## src/rtl/uart_tx_fifo.sv

```systemverilog
// rtl/uart_tx_fifo.sv - UART transmitter with input FIFO; optional parity via UART_TX_PARITY_EN
module uart_tx_fifo #(
  parameter int DATA_W     = 8,
  parameter int OSR        = 16,
  parameter int FIFO_DEPTH = 4
) (
  input  logic                              clk,
  input  logic                              rst_n,
  input  logic                              b_tick,
  input  logic                              wr_en,
  input  logic [DATA_W-1:0]                 wr_data,
  input  logic                              stop2,
`ifdef UART_TX_PARITY_EN
  input  logic                              par_en,
  input  logic                              par_odd,
`endif
  output logic                              tx,
  output logic                              tx_busy,
  output logic                              tx_done,
  output logic                              fifo_full,
  output logic                              fifo_empty,
  output logic [$clog2(FIFO_DEPTH+1)-1:0]   fifo_level,
  output logic                              wr_ovf
);

  localparam int AW = $clog2(FIFO_DEPTH);
  localparam int LW = $clog2(FIFO_DEPTH+1);
  localparam int TW = $clog2(OSR);
  localparam int BW = $clog2(DATA_W);

  localparam logic [2:0] S_IDLE   = 3'd0;
  localparam logic [2:0] S_START  = 3'd1;
  localparam logic [2:0] S_DATA   = 3'd2;
`ifdef UART_TX_PARITY_EN
  localparam logic [2:0] S_PARITY = 3'd3;
`endif
  localparam logic [2:0] S_STOP   = 3'd4;

  logic [2:0]        state_q, state_d;
  logic [TW-1:0]     tick_q, tick_d;
  logic [BW-1:0]     bit_q, bit_d;
  logic [DATA_W-1:0] shift_q, shift_d;
  logic              stop2_l_q, stop2_l_d;
`ifdef UART_TX_PARITY_EN
  logic              par_en_l_q, par_en_l_d;
  logic              par_bit_q, par_bit_d;
`endif
  logic [DATA_W-1:0] mem_q [FIFO_DEPTH];
  logic [DATA_W-1:0] mem_d [FIFO_DEPTH];
  logic [AW-1:0]     wr_ptr_q, wr_ptr_d, rd_ptr_q, rd_ptr_d;
  logic [LW-1:0]     level_q, level_d;
  logic              full_q, full_d, empty_q, empty_d;
  logic              tx_q, tx_d, busy_q, busy_d, done_q, done_d, ovf_q, ovf_d;
  logic              bit_end, pop, push;

  // Next-state: bit timing, frame sequencing, FIFO bookkeeping and registered outputs
  always_comb begin
    state_d   = state_q;
    tick_d    = tick_q;
    bit_d     = bit_q;
    shift_d   = shift_q;
    stop2_l_d = stop2_l_q;
`ifdef UART_TX_PARITY_EN
    par_en_l_d = par_en_l_q;
    par_bit_d  = par_bit_q;
`endif
    mem_d     = mem_q;
    wr_ptr_d  = wr_ptr_q;
    rd_ptr_d  = rd_ptr_q;
    done_d    = 1'b0;
    pop       = 1'b0;
    bit_end   = b_tick && (tick_q == TW'(OSR-1));

    // Ticks only count inside a frame; a bit end wraps the counter
    if (state_q != S_IDLE && b_tick) begin
      tick_d = bit_end ? '0 : tick_q + TW'(1);
    end

    case (state_q)
      S_IDLE: begin
        if (!empty_q) pop = 1'b1;
      end
      S_START: begin
        if (bit_end) begin
          state_d = S_DATA;
          bit_d   = '0;
        end
      end
      S_DATA: begin
        if (bit_end) begin
          shift_d = shift_q >> 1;
          if (bit_q == BW'(DATA_W-1)) begin
            bit_d = '0;
`ifdef UART_TX_PARITY_EN
            state_d = par_en_l_q ? S_PARITY : S_STOP;
`else
            state_d = S_STOP;
`endif
          end else begin
            bit_d = bit_q + BW'(1);
          end
        end
      end
`ifdef UART_TX_PARITY_EN
      S_PARITY: begin
        if (bit_end) state_d = S_STOP;
      end
`endif
      S_STOP: begin
        if (bit_end) begin
          if (stop2_l_q && bit_q == '0) begin
            bit_d = BW'(1);
          end else begin
            done_d = 1'b1;
            bit_d  = '0;
            if (!empty_q) pop = 1'b1;
            else state_d = S_IDLE;
          end
        end
      end
      default: state_d = S_IDLE;
    endcase

    // A pop loads the next frame and its format; a b_tick in this cycle is not counted
    if (pop) begin
      state_d   = S_START;
      tick_d    = '0;
      bit_d     = '0;
      shift_d   = mem_q[rd_ptr_q];
      stop2_l_d = stop2;
`ifdef UART_TX_PARITY_EN
      par_en_l_d = par_en;
      par_bit_d  = par_odd ? ~(^mem_q[rd_ptr_q]) : (^mem_q[rd_ptr_q]);
`endif
      rd_ptr_d  = rd_ptr_q + AW'(1);
    end

    // A push into a full FIFO survives only if a pop frees a slot in the same cycle
    push  = wr_en && (!full_q || pop);
    ovf_d = wr_en && !push;
    if (push) begin
      mem_d[wr_ptr_q] = wr_data;
      wr_ptr_d        = wr_ptr_q + AW'(1);
    end
    level_d = level_q + LW'(push) - LW'(pop);
    full_d  = (level_d == LW'(FIFO_DEPTH));
    empty_d = (level_d == '0);
    busy_d  = (state_d != S_IDLE);

    // Line level follows the state held during this cycle
    case (state_q)
      S_START: tx_d = 1'b0;
      S_DATA:  tx_d = shift_q[0];
`ifdef UART_TX_PARITY_EN
      S_PARITY: tx_d = par_bit_q;
`endif
      default: tx_d = 1'b1;
    endcase
  end

  // State and output registers with asynchronous clear
  always_ff @(posedge clk or negedge rst_n) begin
    if (!rst_n) begin
      state_q   <= S_IDLE;
      tick_q    <= '0;
      bit_q     <= '0;
      shift_q   <= '0;
      stop2_l_q <= 1'b0;
`ifdef UART_TX_PARITY_EN
      par_en_l_q <= 1'b0;
      par_bit_q  <= 1'b0;
`endif
      mem_q     <= '{default: '0};
      wr_ptr_q  <= '0;
      rd_ptr_q  <= '0;
      level_q   <= '0;
      full_q    <= 1'b0;
      empty_q   <= 1'b1;
      tx_q      <= 1'b1;
      busy_q    <= 1'b0;
      done_q    <= 1'b0;
      ovf_q     <= 1'b0;
    end else begin
      state_q   <= state_d;
      tick_q    <= tick_d;
      bit_q     <= bit_d;
      shift_q   <= shift_d;
      stop2_l_q <= stop2_l_d;
`ifdef UART_TX_PARITY_EN
      par_en_l_q <= par_en_l_d;
      par_bit_q  <= par_bit_d;
`endif
      mem_q     <= mem_d;
      wr_ptr_q  <= wr_ptr_d;
      rd_ptr_q  <= rd_ptr_d;
      level_q   <= level_d;
      full_q    <= full_d;
      empty_q   <= empty_d;
      tx_q      <= tx_d;
      busy_q    <= busy_d;
      done_q    <= done_d;
      ovf_q     <= ovf_d;
    end
  end

  assign tx         = tx_q;
  assign tx_busy    = busy_q;
  assign tx_done    = done_q;
  assign fifo_full  = full_q;
  assign fifo_empty = empty_q;
  assign fifo_level = level_q;
  assign wr_ovf     = ovf_q;

endmodule

```

## config.mk

```make
export PLATFORM = sky130hd
export DESIGN_NAME = uart_tx_fifo
export DESIGN_NICKNAME = d
export VERILOG_FILES = /design/src/rtl/uart_tx_fifo.sv
export SDC_FILE = /design/constraint.sdc
export NUM_CORES = 1
export LEC_CHECK = 0
export CORE_MARGIN = 2
export CORE_UTILIZATION = 30
export CTS_CLUSTER_SIZE = 20
export DETAILED_ROUTE_END_ITERATION = 8
export GPL_ROUTABILITY_DRIVEN = 0
export GPL_TIMING_DRIVEN = 0
export PLACE_DENSITY = 0.54
export SLEW_MARGIN = 20
export SYNTH_ARGS = -nofsm -noshare
export SYNTH_HDL_FRONTEND = slang
export SYNTH_SLANG_ARGS = --single-unit
```

## constraint.sdc

```tcl
create_clock -name clk -period 2.87 [get_ports clk]
set_input_delay 0.7175 -clock clk [delete_from_list [all_inputs] [get_ports clk]]
set_output_delay 0.7175 -clock clk [all_outputs]
set_load 0.05 [all_outputs]
```

==> metrics.sh, run 1 <==
STATUS='completed'
DIODES_INSERTED=0
POWER_TOTAL_mW=3.84
CELL_INTERNAL_PWR_mW=2.58
SYN-NUM-NETS=249
POWER.SHARE.COMBINATIONAL_PCT=37.6
MAXCAPVIOLATIONS=0
POWER.NET_SWITCHING_mW=1.25
PWR_DENSITY_CELL_nW_PER_UM2=1020
TOP_LEVEL_PORTS=22
SYNTH.YOSYS.WARNINGS=0
WORST_SETUP_HOLD_PATH_CLK_SLEW_NS=0.07
TIMING.FINAL.HOLD_VIOLATIONS=0
NETLIST_INSTANCES=225
DRT_WL_TOTAL_UM=5720
TIMING.HOLD.WS_NS=0.226
SYNTH-SEQ-AREA-SHARE_PCT=53.3
DIEAREA_UM2=10800
YOSYS.AREA_SHARE.ADDER_PCT=4.83
AVGVIACOUNTPERCELL=4.65
CLOCK_TREE_FROM_TRITONCTS='done'
SYNTH-EDFF-COUNT=0
CTS.ROOT.BUFFER_CELL='sky130_fd_sc_hd__clkbuf_8'
CRIT_TYPE='flop to flop'
MAIN_COMBINATIONAL_CELL_FAMILY_BY_AREA_AFTER_SYNTHESIS='multiplexers'
FIN_SETUP_TNS_NS=0
NUMBER_OF_CTS_INSERTED_BUFFERS=9
FINALMAXSLEWVIOLATIONS=0
CLOCK_NETWORK_POWER_SHARE_PCT=23.1
FINAL_CLOCK_PERIOD_UTILIZATION_BY_THE_WORST_PATH_PCT=95.1
PLACEDINSTANCEAREA_UM2=3450
LEAKAGEPOWER_nW=1.56
DIE_W_UM=104
LAYOUT.FILLER_CELLS=976
POST-DP-HPWL_UM=3850
ANT_NETS=0
GLOBAL_ROUTE_WIRE_LENGTH_BEFORE_REPAIR_UM=9850
YOSYS.AREA_SHARE.SIMPLE_PCT=7.20
SYNTH.MUX.AREA_FRACTION_PCT=21.2
SKEW_NS=0.0155
WORST-PATH-MAX-FANOUT=9
HOLD_PATH_CLASS='input pin to async pin'
FIN_CELLS=402
DESIGN.CORE.AREA_UM2=9730
ANTENNA_FOUND_INITIAL=0
DRC=0
FIN_NETS=288
PLACE_INST=379
AREA.GROWTH.SYNTH_TO_FINAL_PCT=24.9
GRT_OVERFLOW=0
GRT_PASS1_VIAS=1944
DRT-WIRELENGTH-PER-CELL_UM=14.2
CTS_MAX_PATH_BUFFERS=2
GRT_START_MAX_NET_PINS=51
SHARE_OF_LAYOUT_CELLS_ABOVE_DRIVE_STRENGTH_1_PCT=33.8
MAX-VDD-IR-DROP_mV=0.350
SYNTHESIZED_AREA_UM2=3010
FLOORPLAN.INITIALDENSITY_PCT=30.9
CLOCK_SINKS=64
DRT_ITER0_DRC=68
YS_TYPES=43
CLOCK_PERIOD_MINUS_FINAL_WORST_SETUP_SLACK_NS=2.73
YS_FF_LATCH=64
PORT_BUFFER_COUNT=20
SETUP_VIOL=0
CRITICAL_PATH.STARTPOINT_TYPE='flop'
VIA_COUNT=1870
POWER.SWITCHING_FRACTION_PCT=32.7
MAX_FREQ_GHz=0.366
DATA_REQUIRED_TIME_AT_THE_WORST_ENDPOINT_NS=3.14
PLACEMENT_ROWS=36
SYNTHXORXNORAREAFRAC_PCT=1.75
CTS.HOLD.BUFFERS_ADDED=0
DETAILEDROUTE.FIRSTPASSITERATIONCOUNT=4
HTREE_LEVELS=3
R2R_SETUP_SLACK_NS=0.14
MAX_SLEW.WORST_PIN.SLEW_NS=0.807
DIE_Y_UM=104
FINAL_INSTANCE_AREA_UM2=3750
CLOCK_INSERTION_DELAY_WORST_SKEW_NS=0.35
SHARE_OF_THE_SYNTHESIZED_AREA_IN_COMPOUND_GATES_AO_OA_AOI_OAI_PCT=8.41
SYN_AVG_CELL_AREA_UM2=13.4
SHARE_SEQ_OF_TOTAL_POWER_PCT=39.3
GROUTE.USAGE.OVERALL_PCT=11.5
MAX_SLEW_MARGIN_PCT=46.2
SETUP.WORST_PATH.END_CLASS='flop'
ASYNCSETRESETFLOPFRACSYNTH_PCT=100
CP.ARRIVAL_NS=3.00
YS_DOMINANT_REG_CELL='sky130_fd_sc_hd__dfrtp_1'
[placed cells by master, fill, tap and decap left out, types with 2 or more instances in the layout]
cell type and instances:
sky130_fd_sc_hd__a211oi_1 2, sky130_fd_sc_hd__a21o_1 3, sky130_fd_sc_hd__a21oi_1 4, sky130_fd_sc_hd__a22o_1 2, sky130_fd_sc_hd__a31oi_1 2, sky130_fd_sc_hd__buf_2 3, sky130_fd_sc_hd__buf_4 8, sky130_fd_sc_hd__buf_6 3
sky130_fd_sc_hd__bufinv_16 2, sky130_fd_sc_hd__clkbuf_1 3, sky130_fd_sc_hd__clkbuf_8 10, sky130_fd_sc_hd__clkdlybuf4s50_1 18, sky130_fd_sc_hd__dfrtp_1 62, sky130_fd_sc_hd__dfstp_2 2, sky130_fd_sc_hd__ha_1 7, sky130_fd_sc_hd__ha_4 2
sky130_fd_sc_hd__inv_1 8, sky130_fd_sc_hd__inv_2 2, sky130_fd_sc_hd__mux2_2 33, sky130_fd_sc_hd__mux2i_1 7, sky130_fd_sc_hd__mux4_2 8, sky130_fd_sc_hd__nand2_1 13, sky130_fd_sc_hd__nand2b_1 4, sky130_fd_sc_hd__nor2_1 9
sky130_fd_sc_hd__nor2b_1 2, sky130_fd_sc_hd__nor3_1 3, sky130_fd_sc_hd__o211ai_2 2, sky130_fd_sc_hd__o211ai_4 2, sky130_fd_sc_hd__o21ai_0 9, sky130_fd_sc_hd__or3_1 2, sky130_fd_sc_hd__xnor2_1 3, sky130_fd_sc_hd__xnor2_2 2
[cell families (layout without fill, tap and decap cells)]
family	Yosys count	count (layout)
mux	49	49
compound gates	32	32
fa+ha+maj	11	11
xor+xnor	6	6
flops	64	64
simple gates	42	42
buf+inv	21	65
[layout make-up]
type,instances,area (µm²),share of cell area (%)
plain buffers,9,52.6,1.40
clock buffers,10,138,3.67
clock inverters,6,90.1,2.40
inverters,11,41.3,1.10
multi-input cells,140,1370,36.6
flip-flops and latches,64,1600,42.7
well taps,133,166,4.43
repair buffers,29,289,7.70
[power groups by stage]
stage,registers (mW),logic [mW],clock network [mW]
floorplan,1.59,0.997,0
global placement,1.51,1.40,0
detailed placement,1.53,1.43,0
CTS,1.51,1.44,0.916
global route,1.56,1.58,0.955
finish,1.51,1.44,0.885
[cells in the mapped netlist, types with 2 or more instances]
library cell                n  area [µm²]
sky130_fd_sc_hd__dfrtp_1   62        1550
sky130_fd_sc_hd__mux2_2    33         372
sky130_fd_sc_hd__nand2_1   13        48.8
sky130_fd_sc_hd__ha_1      10         125
sky130_fd_sc_hd__inv_1     10        37.5
sky130_fd_sc_hd__o21ai_0   10        50.1
sky130_fd_sc_hd__nor2_1     9        33.8
sky130_fd_sc_hd__mux4_2     8         180
sky130_fd_sc_hd__mux2i_1    7        70.1
sky130_fd_sc_hd__xnor2_1    5        43.8
sky130_fd_sc_hd__a21oi_1    4        20.0
sky130_fd_sc_hd__buf_2      4        20.0
sky130_fd_sc_hd__nand2b_1   4        25.0
sky130_fd_sc_hd__a21o_1     3        22.5
sky130_fd_sc_hd__clkbuf_1   3        11.3
sky130_fd_sc_hd__nor3_1     3        15.0
sky130_fd_sc_hd__a211oi_1   2        15.0
sky130_fd_sc_hd__a22o_1     2        17.5
sky130_fd_sc_hd__a31oi_1    2        12.5
sky130_fd_sc_hd__buf_6      2        22.5
sky130_fd_sc_hd__dfstp_2    2        52.6
sky130_fd_sc_hd__nor2b_1    2        12.5
sky130_fd_sc_hd__nor3b_1    2        15.0
sky130_fd_sc_hd__o211ai_2   2        25.0
sky130_fd_sc_hd__o211ai_4   2        42.5
sky130_fd_sc_hd__or3_1      2        12.5
[metrics by stage]
stage	setup slack, ns	util (%)
floorplan	-0.136	-
global placement	-1.14	35.2
detailed placement	-0.943	35.5
CTS	0.0388	38.0
global route	-0.0207	38.6
finish	0.141	38.6
[critical path, cell delays in order (launching register included)]
cell                       delay (ns)
sky130_fd_sc_hd__dfrtp_1         0.37
sky130_fd_sc_hd__buf_6           0.13
sky130_fd_sc_hd__or3_1           0.38
sky130_fd_sc_hd__a211oi_4        0.23
sky130_fd_sc_hd__buf_6           0.15
sky130_fd_sc_hd__o21ai_4         0.07
sky130_fd_sc_hd__ha_4            0.22
sky130_fd_sc_hd__inv_2           0.06
sky130_fd_sc_hd__ha_4            0.11
sky130_fd_sc_hd__inv_2           0.03
sky130_fd_sc_hd__fa_2            0.36
sky130_fd_sc_hd__xnor2_2         0.21
sky130_fd_sc_hd__xnor2_2         0.15
sky130_fd_sc_hd__nor3b_2         0.17
[final timing paths]
path,startpoint,endpoint,depth (start not counted)
min,rst_n,tick_q[3],1
min in group clk,mem_q[5],mem_q[5],1
min reg2reg,mem_q[5],mem_q[5],1
max in group asynchronous,rst_n,fifo_empty,2
max reg2reg,state_q[0],fifo_full,13
max,state_q[0],fifo_full,13
[registers in the layout, summed over array words and instances (netlist names)]
signal / flops
wr_ptr_q: 2
tx_done: 1
rd_ptr_q: 2
shift_q: 8
mem_q: 32
fifo_full: 1
fifo_empty: 1
state_q: 3
wr_ovf: 1
fifo_level: 3
stop2_l_q: 1
bit_q: 3
tx: 1
tick_q: 4
tx_busy: 1
[layer usage]
| layer | global-route usage [%] | vias up | share of wire [%] |
|---|---|---|---|
| met5 | 0 | - | 0 |
| met4 | 4.05 | 0 | 1.2 |
| met3 | 3.82 | 7 | 3.6 |
| met2 | 18.0 | 27 | 49 |
| met1 | 15.0 | 951 | 46 |
| li1 | - | 885 | - |
[timing repair]
action / in CTS / in global routing
pin swaps: 4 / 7
gates resized for setup: 2 / 6
setup buffers: 4 / 4
setup endpoints to repair: 4 / 2
(Power assumes the default switching activity.)
==> inputs of run 2 (changes only) <==
- PLACE_DENSITY: 0.54 -> 0.47
==> metrics.sh, run 2 (synthesis gave the netlist of run 1 again) <==
SKEW_NS=0.00827
CLOCK_PERIOD_MINUS_FINAL_WORST_SETUP_SLACK_NS=2.77
DIE_W_UM=104
SETUP_VIOL=0
VIA_COUNT=1908
SETUP_REPAIR_AFTER_GLOBAL_ROUTING_MISSED_ITS_MARGIN='true'
DRC=0
CRIT_PATH_START='b_tick'
PORT_BUFFER_COUNT=20
DETAILEDROUTE.FIRSTPASSITERATIONCOUNT=4
DATA_REQUIRED_TIME_AT_THE_WORST_ENDPOINT_NS=3.13
GROUTE.USAGE.OVERALL_PCT=12.0
GRT_PASS1_VIAS=1953
REGMOSTFLOPS='mem_q'
DIEAREA_UM2=10800
NUMBER_OF_CTS_INSERTED_BUFFERS=9
DRT-WIRELENGTH-PER-CELL_UM=14.8
MAX-VDD-IR-DROP_mV=0.308
GRT_START_MAX_NET_PINS=52
FIN_SETUP_TNS_NS=0
DIE_Y_UM=104
FLOORPLAN.INITIALDENSITY_PCT=30.9
AREA.GROWTH.SYNTH_TO_FINAL_PCT=24.2
TOP_LIBRARY_CELLS_BY_USAGE_IN_THE_LAYOUT_FILL_AND_TAPS_ASIDE='sky130_fd_sc_hd__dfrtp_1, sky130_fd_sc_hd__mux2_2, sky130_fd_sc_hd__clkdlybuf4s50_1, sky130_fd_sc_hd__nand2_1, sky130_fd_sc_hd__clkbuf_8'
CP_TOP_DELAY_FAMILY='adder cells'
DIODES_INSERTED=0
PLACEMENT_ROWS=36
WORST-PATH-MAX-FANOUT=3
LARGEST_REGISTER_FFS=32
TIMING.HOLD.WS_NS=0.232
PLACEDINSTANCEAREA_UM2=3450
RR_STARTPOINT='tick_q[0]'
FIN_NETS=288
ANTENNA_FOUND_INITIAL=0
CRIT_TYPE='input pin to flop'
FINAL_CLOCK_PERIOD_UTILIZATION_BY_THE_WORST_PATH_PCT=96.6
HOLD_PATH_CLASS='input pin to async pin'
POST-DP-HPWL_UM=3970
ANT_NETS=0
TIMING.FINAL.HOLD_VIOLATIONS=0
TOP_LEVEL_PORTS=22
PWR_DENSITY_CELL_nW_PER_UM2=1000
AVGVIACOUNTPERCELL=4.75
FINAL_INSTANCE_AREA_UM2=3730
CP.ARRIVAL_NS=3.03
CLOCK_TREE_FROM_TRITONCTS='done'
REG.LARGEST.LIST='mem_q (32), shift_q (8), tick_q (4)'
STATUS='completed'
WORST_SETUP_HOLD_PATH_CLK_SLEW_NS=0.08
DESIGN.CORE.AREA_UM2=9730
CLOCK_INSERTION_DELAY_WORST_SKEW_NS=0.33
FINAL_COMMON_CELL='sky130_fd_sc_hd__dfrtp_1'
PATH_CELLS='clkdlybuf4s15_1 > nand4_1 > a211oi_4 > buf_6 > o21ai_4 > ha_4 > inv_2 > ha_4 > inv_2 > fa_2 > xnor2_2 > xnor2_2 > nor3b_2'
MAXCAPVIOLATIONS=0
SETUP.WORST_PATH.END_CLASS='flop'
MAX_FREQ_GHz=0.361
CRITICAL_PATH.N_BUFFERS_INVERTERS=4
RR_ENDPOINT='fifo_full'
WORSTSETUPPATHDEPTH=13
GRT_OVERFLOW=0
CTS.ROOT.BUFFER_CELL='sky130_fd_sc_hd__clkbuf_8'
DRT_WL_TOTAL_UM=5940
R2R_SETUP_SLACK_NS=0.14
MAX_SLEW.WORST_PIN.SLEW_NS=0.854
LEAKAGEPOWER_nW=1.55
DRT_ITER0_DRC=65
CTS_MAX_PATH_BUFFERS=2
WORST-R2R-CELL-COUNT=13
MAX_SLEW_MARGIN_PCT=43.0
CRIT_PATH_TOP_DELAY_CELL='sky130_fd_sc_hd__fa_2'
FINALMAXSLEWVIOLATIONS=0
CPPEAKSTAGEDELAY_NS=0.37
CLOCK_SINKS=64
HTREE_LEVELS=3
SHARE_OF_LAYOUT_CELLS_ABOVE_DRIVE_STRENGTH_1_PCT=33.8
GLOBAL_ROUTE_WIRE_LENGTH_BEFORE_REPAIR_UM=10000
TIMING_ENDPOINT_OF_THE_CRITICAL_PATH='fifo_full'
CRITICAL_PATH.STARTPOINT_TYPE='input pin'
## run 2: cell types whose count changed in the layout (fill, tap and decap cells not counted), sizes merged
cell    delta
clkbuf     +1
bufinv     -1
clkinv     +1
inv        -1
## run 2: metal layers
layer | vias up | share of wire (%) | global-route usage [%]
li1 | 890 | - | -
met1 | 969 | 48 | 16.1
met2 | 42 | 46 | 18.2
met3 | 7 | 4.1 | 2.82
met4 | 0 | 1.7 | 5.79
met5 | - | 0 | 0
## run 2: through the flow
stage	power [mW]	cells	setup WS [ns]	utilization, %
2_1_floorplan	2.59	225	-0.136	-
3_3_place_gp	2.92	378	-1.23	35.2
3_5_place_dp	2.96	379	-0.976	35.5
4_1_cts	3.79	398	0.0652	37.9
5_1_grt	4.04	402	-0.0320	38.4
6_report	3.75	402	0.0980	38.4
## run 2: worst min path at each step
stage | from | end | cells past startpoint
after global placement | mem_q[17] | mem_q[17] | 1
after floorplan | rst_n | bit_q[0] | 0
final | rst_n | tick_q[3] | 1
after detailed placement | mem_q[18] | mem_q[18] | 1
after global routing | rst_n | tick_q[2] | 1
after CTS | rst_n | tick_q[3] | 1
## run 2: what timing repair did
action / 4_1_cts / 5_1_grt
gates resized for setup: 4 / 5
endpoints found under the setup margin: 4 / 2
hold buffers: 0 / 0
gates cloned: 0 / 0
pin swaps: 3 / 6
buffers inserted: 4 / 4
## run 2: cell type report
class | count | area, µm²
buffer | 9 | 52.6
clock buffer | 11 | 141
clock inverter | 5 | 56.3
fill | 965 | 6000
inverter | 11 | 41.3
multi-input combinational | 140 | 1380
sequential | 64 | 1600
tap | 133 | 166
timing repair buffer | 29 | 289
## run 2: report_power, final
group	switching (mW)	leakage [nW]	total [mW]	internal (mW)
combinational	0.677	0.677	1.47	0.789
sequential	0.213	0.775	1.51	1.30
clock	0.351	0.0993	0.775	0.424
total	1.24	1.55	3.75	2.51
==> inputs of run 3 (changes only) <==
- CELL_PAD_IN_SITES_DETAIL_PLACEMENT: not set -> 2
- CELL_PAD_IN_SITES_GLOBAL_PLACEMENT: not set -> 2
- PLACE_DENSITY: 0.47 -> 0.62
==> metrics.sh, run 3 (synthesis gave the netlist of run 1 again) <==
FINAL_CORE_UTILIZATION_PCT=38.1
MAXCAPVIOLATIONS=0
SETUP_VIOL=0
GRT_PASS1_VIAS=2189
CTS_MAX_PATH_BUFFERS=2
DRC=0
SHARE_OF_LAYOUT_CELLS_ABOVE_DRIVE_STRENGTH_1_PCT=34.0
SETUP.WORST_PATH.END_CLASS='flop'
GRT_START_MAX_NET_PINS=35
MAX_FREQ_GHz=0.357
TIMING.FINAL.HOLD_VIOLATIONS=0
DATA_REQUIRED_TIME_AT_THE_WORST_ENDPOINT_NS=3.14
NUMBER_OF_CTS_INSERTED_BUFFERS=9
WORST_SETUP_HOLD_PATH_CLK_SLEW_NS=0.07
DRT_ITER0_DRC=51
HOLD_PATH_CLASS='input pin to async pin'
CRIT_PATH_TOP_DELAY_CELL='sky130_fd_sc_hd__fa_2'
FINAL_COMMON_CELL='sky130_fd_sc_hd__dfrtp_1'
DIE_Y_UM=104
PLACEMENT_ROWS=36
MAX_SLEW_MARGIN_PCT=45.4
CTS.ROOT.BUFFER_CELL='sky130_fd_sc_hd__clkbuf_8'
GROUTE.USAGE.OVERALL_PCT=14.1
FIN_WS_NS=0.0694
DRT-WIRELENGTH-PER-CELL_UM=16.9
LEAKAGEPOWER_nW=1.54
REGMOSTFLOPS='mem_q'
CRITICAL_PATH.STARTPOINT_TYPE='input pin'
CP.ARRIVAL_NS=3.07
LARGEST_REGISTER_FFS=32
GRT_OVERFLOW=0
PATH_CELLS='dlygate4sd2_1 > nand4_1 > a211oi_4 > buf_6 > o21ai_4 > ha_4 > inv_2 > ha_4 > inv_2 > fa_2 > xnor2_2 > xnor2_2 > nor3b_2'
DIODES_INSERTED=0
GLOBAL_ROUTE_WIRE_LENGTH_BEFORE_REPAIR_UM=11800
FLOORPLAN.INITIALDENSITY_PCT=30.9
SETUP_REPAIR_AFTER_GLOBAL_ROUTING_MISSED_ITS_MARGIN='true'
MAX_SLEW.WORST_PIN.SLEW_NS=0.819
FINAL_CLOCK_PERIOD_UTILIZATION_BY_THE_WORST_PATH_PCT=97.6
CLOCK_INSERTION_DELAY_WORST_SKEW_NS=0.34
CPPEAKSTAGEDELAY_NS=0.36
CLOCK_PERIOD_MINUS_FINAL_WORST_SETUP_SLACK_NS=2.80
FINALMAXSLEWVIOLATIONS=0
FIN_NETS=287
CLOCK_TREE_FROM_TRITONCTS='done'
VIA_COUNT=1923
TOP_LEVEL_PORTS=22
TOP_LIBRARY_CELLS_BY_USAGE_IN_THE_LAYOUT_FILL_AND_TAPS_ASIDE='sky130_fd_sc_hd__dfrtp_1, sky130_fd_sc_hd__mux2_2, sky130_fd_sc_hd__clkdlybuf4s50_1, sky130_fd_sc_hd__nand2_1'
CRIT_TYPE='input pin to flop'
REG.LARGEST.LIST='mem_q (32), shift_q (8), tick_q (4)'
DIE_W_UM=104
LAYOUT.FILLER_CELLS=1039
DP_SLACK_NS=-1.09
STATUS='completed'
ANT_NETS=0
PORT_BUFFER_COUNT=20
WORST-PATH-MAX-FANOUT=3
CLOCK_SINKS=64
FIN_SETUP_TNS_NS=0
PWR_DENSITY_CELL_nW_PER_UM2=1020
DRT_WL_TOTAL_UM=6790
DETAILEDROUTE.FIRSTPASSITERATIONCOUNT=4
MAX-VDD-IR-DROP_mV=0.297
CRITICAL_PATH.N_BUFFERS_INVERTERS=4
DIEAREA_UM2=10800
ANTENNA_FOUND_INITIAL=0
DESIGN.CORE.AREA_UM2=9730
CP_TOP_DELAY_FAMILY='adder cells'
POST-DP-HPWL_UM=4560
AREA.GROWTH.SYNTH_TO_FINAL_PCT=23.3
R2R_SETUP_SLACK_NS=0.09
SKEW_NS=0.0108
HTREE_LEVELS=3
AVGVIACOUNTPERCELL=4.80
run 3: cell count changes in the layout (fill, tap and decap cells not counted):
cell,previous run,this run
sky130_fd_sc_hd__and4b_1,1,0
sky130_fd_sc_hd__and4b_2,0,1
sky130_fd_sc_hd__buf_12,0,1
sky130_fd_sc_hd__buf_16,1,0
sky130_fd_sc_hd__buf_4,8,7
sky130_fd_sc_hd__clkbuf_8,10,9
sky130_fd_sc_hd__clkdlybuf4s15_1,1,0
sky130_fd_sc_hd__clkinv_2,2,3
sky130_fd_sc_hd__clkinv_4,1,0
sky130_fd_sc_hd__clkinvlp_4,1,2
sky130_fd_sc_hd__dlygate4sd2_1,0,1
run 3: cell type report:
type | count | area (µm²) | area share [%]
clock inverter | 6 | 60.1 | 1.62
tap | 133 | 166 | 4.49
buffer | 9 | 52.6 | 1.42
inverter | 11 | 41.3 | 1.11
multi-input combinational | 140 | 1380 | 37.3
timing repair buffer | 28 | 273 | 7.35
sequential | 64 | 1600 | 43.3
clock buffer | 10 | 128 | 3.44
run 3: final timing paths:
path                            cells after the start         to        from
worst max-delay path                               13  fifo_full      b_tick
worst min-delay path                                1  tick_q[2]       rst_n
worst max register to register                     13  fifo_full  state_q[0]
worst min register to register                      1  mem_q[14]   mem_q[14]
max in group asynchronous                           2         tx       rst_n
min in group clk                                    1  mem_q[14]   mem_q[14]
run 3: where the power goes:
part,internal [mW],switching (mW)
clock,0.397,0.365
combinational,0.790,0.710
sequential,1.30,0.223
run 3: routing by layer:
layer | wire length [µm] | vias up | GRT usage (%)
met2 | 3350 | 22 | 22.6
met3 | 190 | 8 | 3.51
met1 | 3130 | 1011 | 18.2
met4 | 119 | 0 | 5.50
met5 | 0 | - | 0
li1 | - | 882 | -
run 3: worst register-to-register path: cells and delay by family (launching register included):
kind / cells / cell delay [ns]
adders and majority gates: 3 / 0.70
and+or+nand+nor: 2 / 0.53
DFF: 1 / 0.38
buffers and inverters: 4 / 0.37
xor gates and xnor gates: 2 / 0.37
AOI/OAI and AO/OA: 2 / 0.36
run 3: what timing repair did:
| item | in CTS | in global routing |
|---|---|---|
| pin swaps | 3 | 6 |
| endpoints found under the setup margin | 4 | 2 |
| setup buffers | 5 | 2 |
| gates resized for setup | 4 | 5 |
| hold buffers | 0 | 0 |
run 3: metrics by stage:
stage | instance area [µm²] | power [mW] | cells | hold WS (ns)
after floorplan | 3060 | 2.59 | 225 | 0.422
after global placement | 3430 | 2.93 | 378 | 0.482
after detailed placement | 3440 | 3.00 | 379 | 0.491
after CTS | 3670 | 3.83 | 399 | 0.317
after global routing | 3710 | 4.08 | 401 | 0.329
final | 3710 | 3.78 | 401 | 0.313
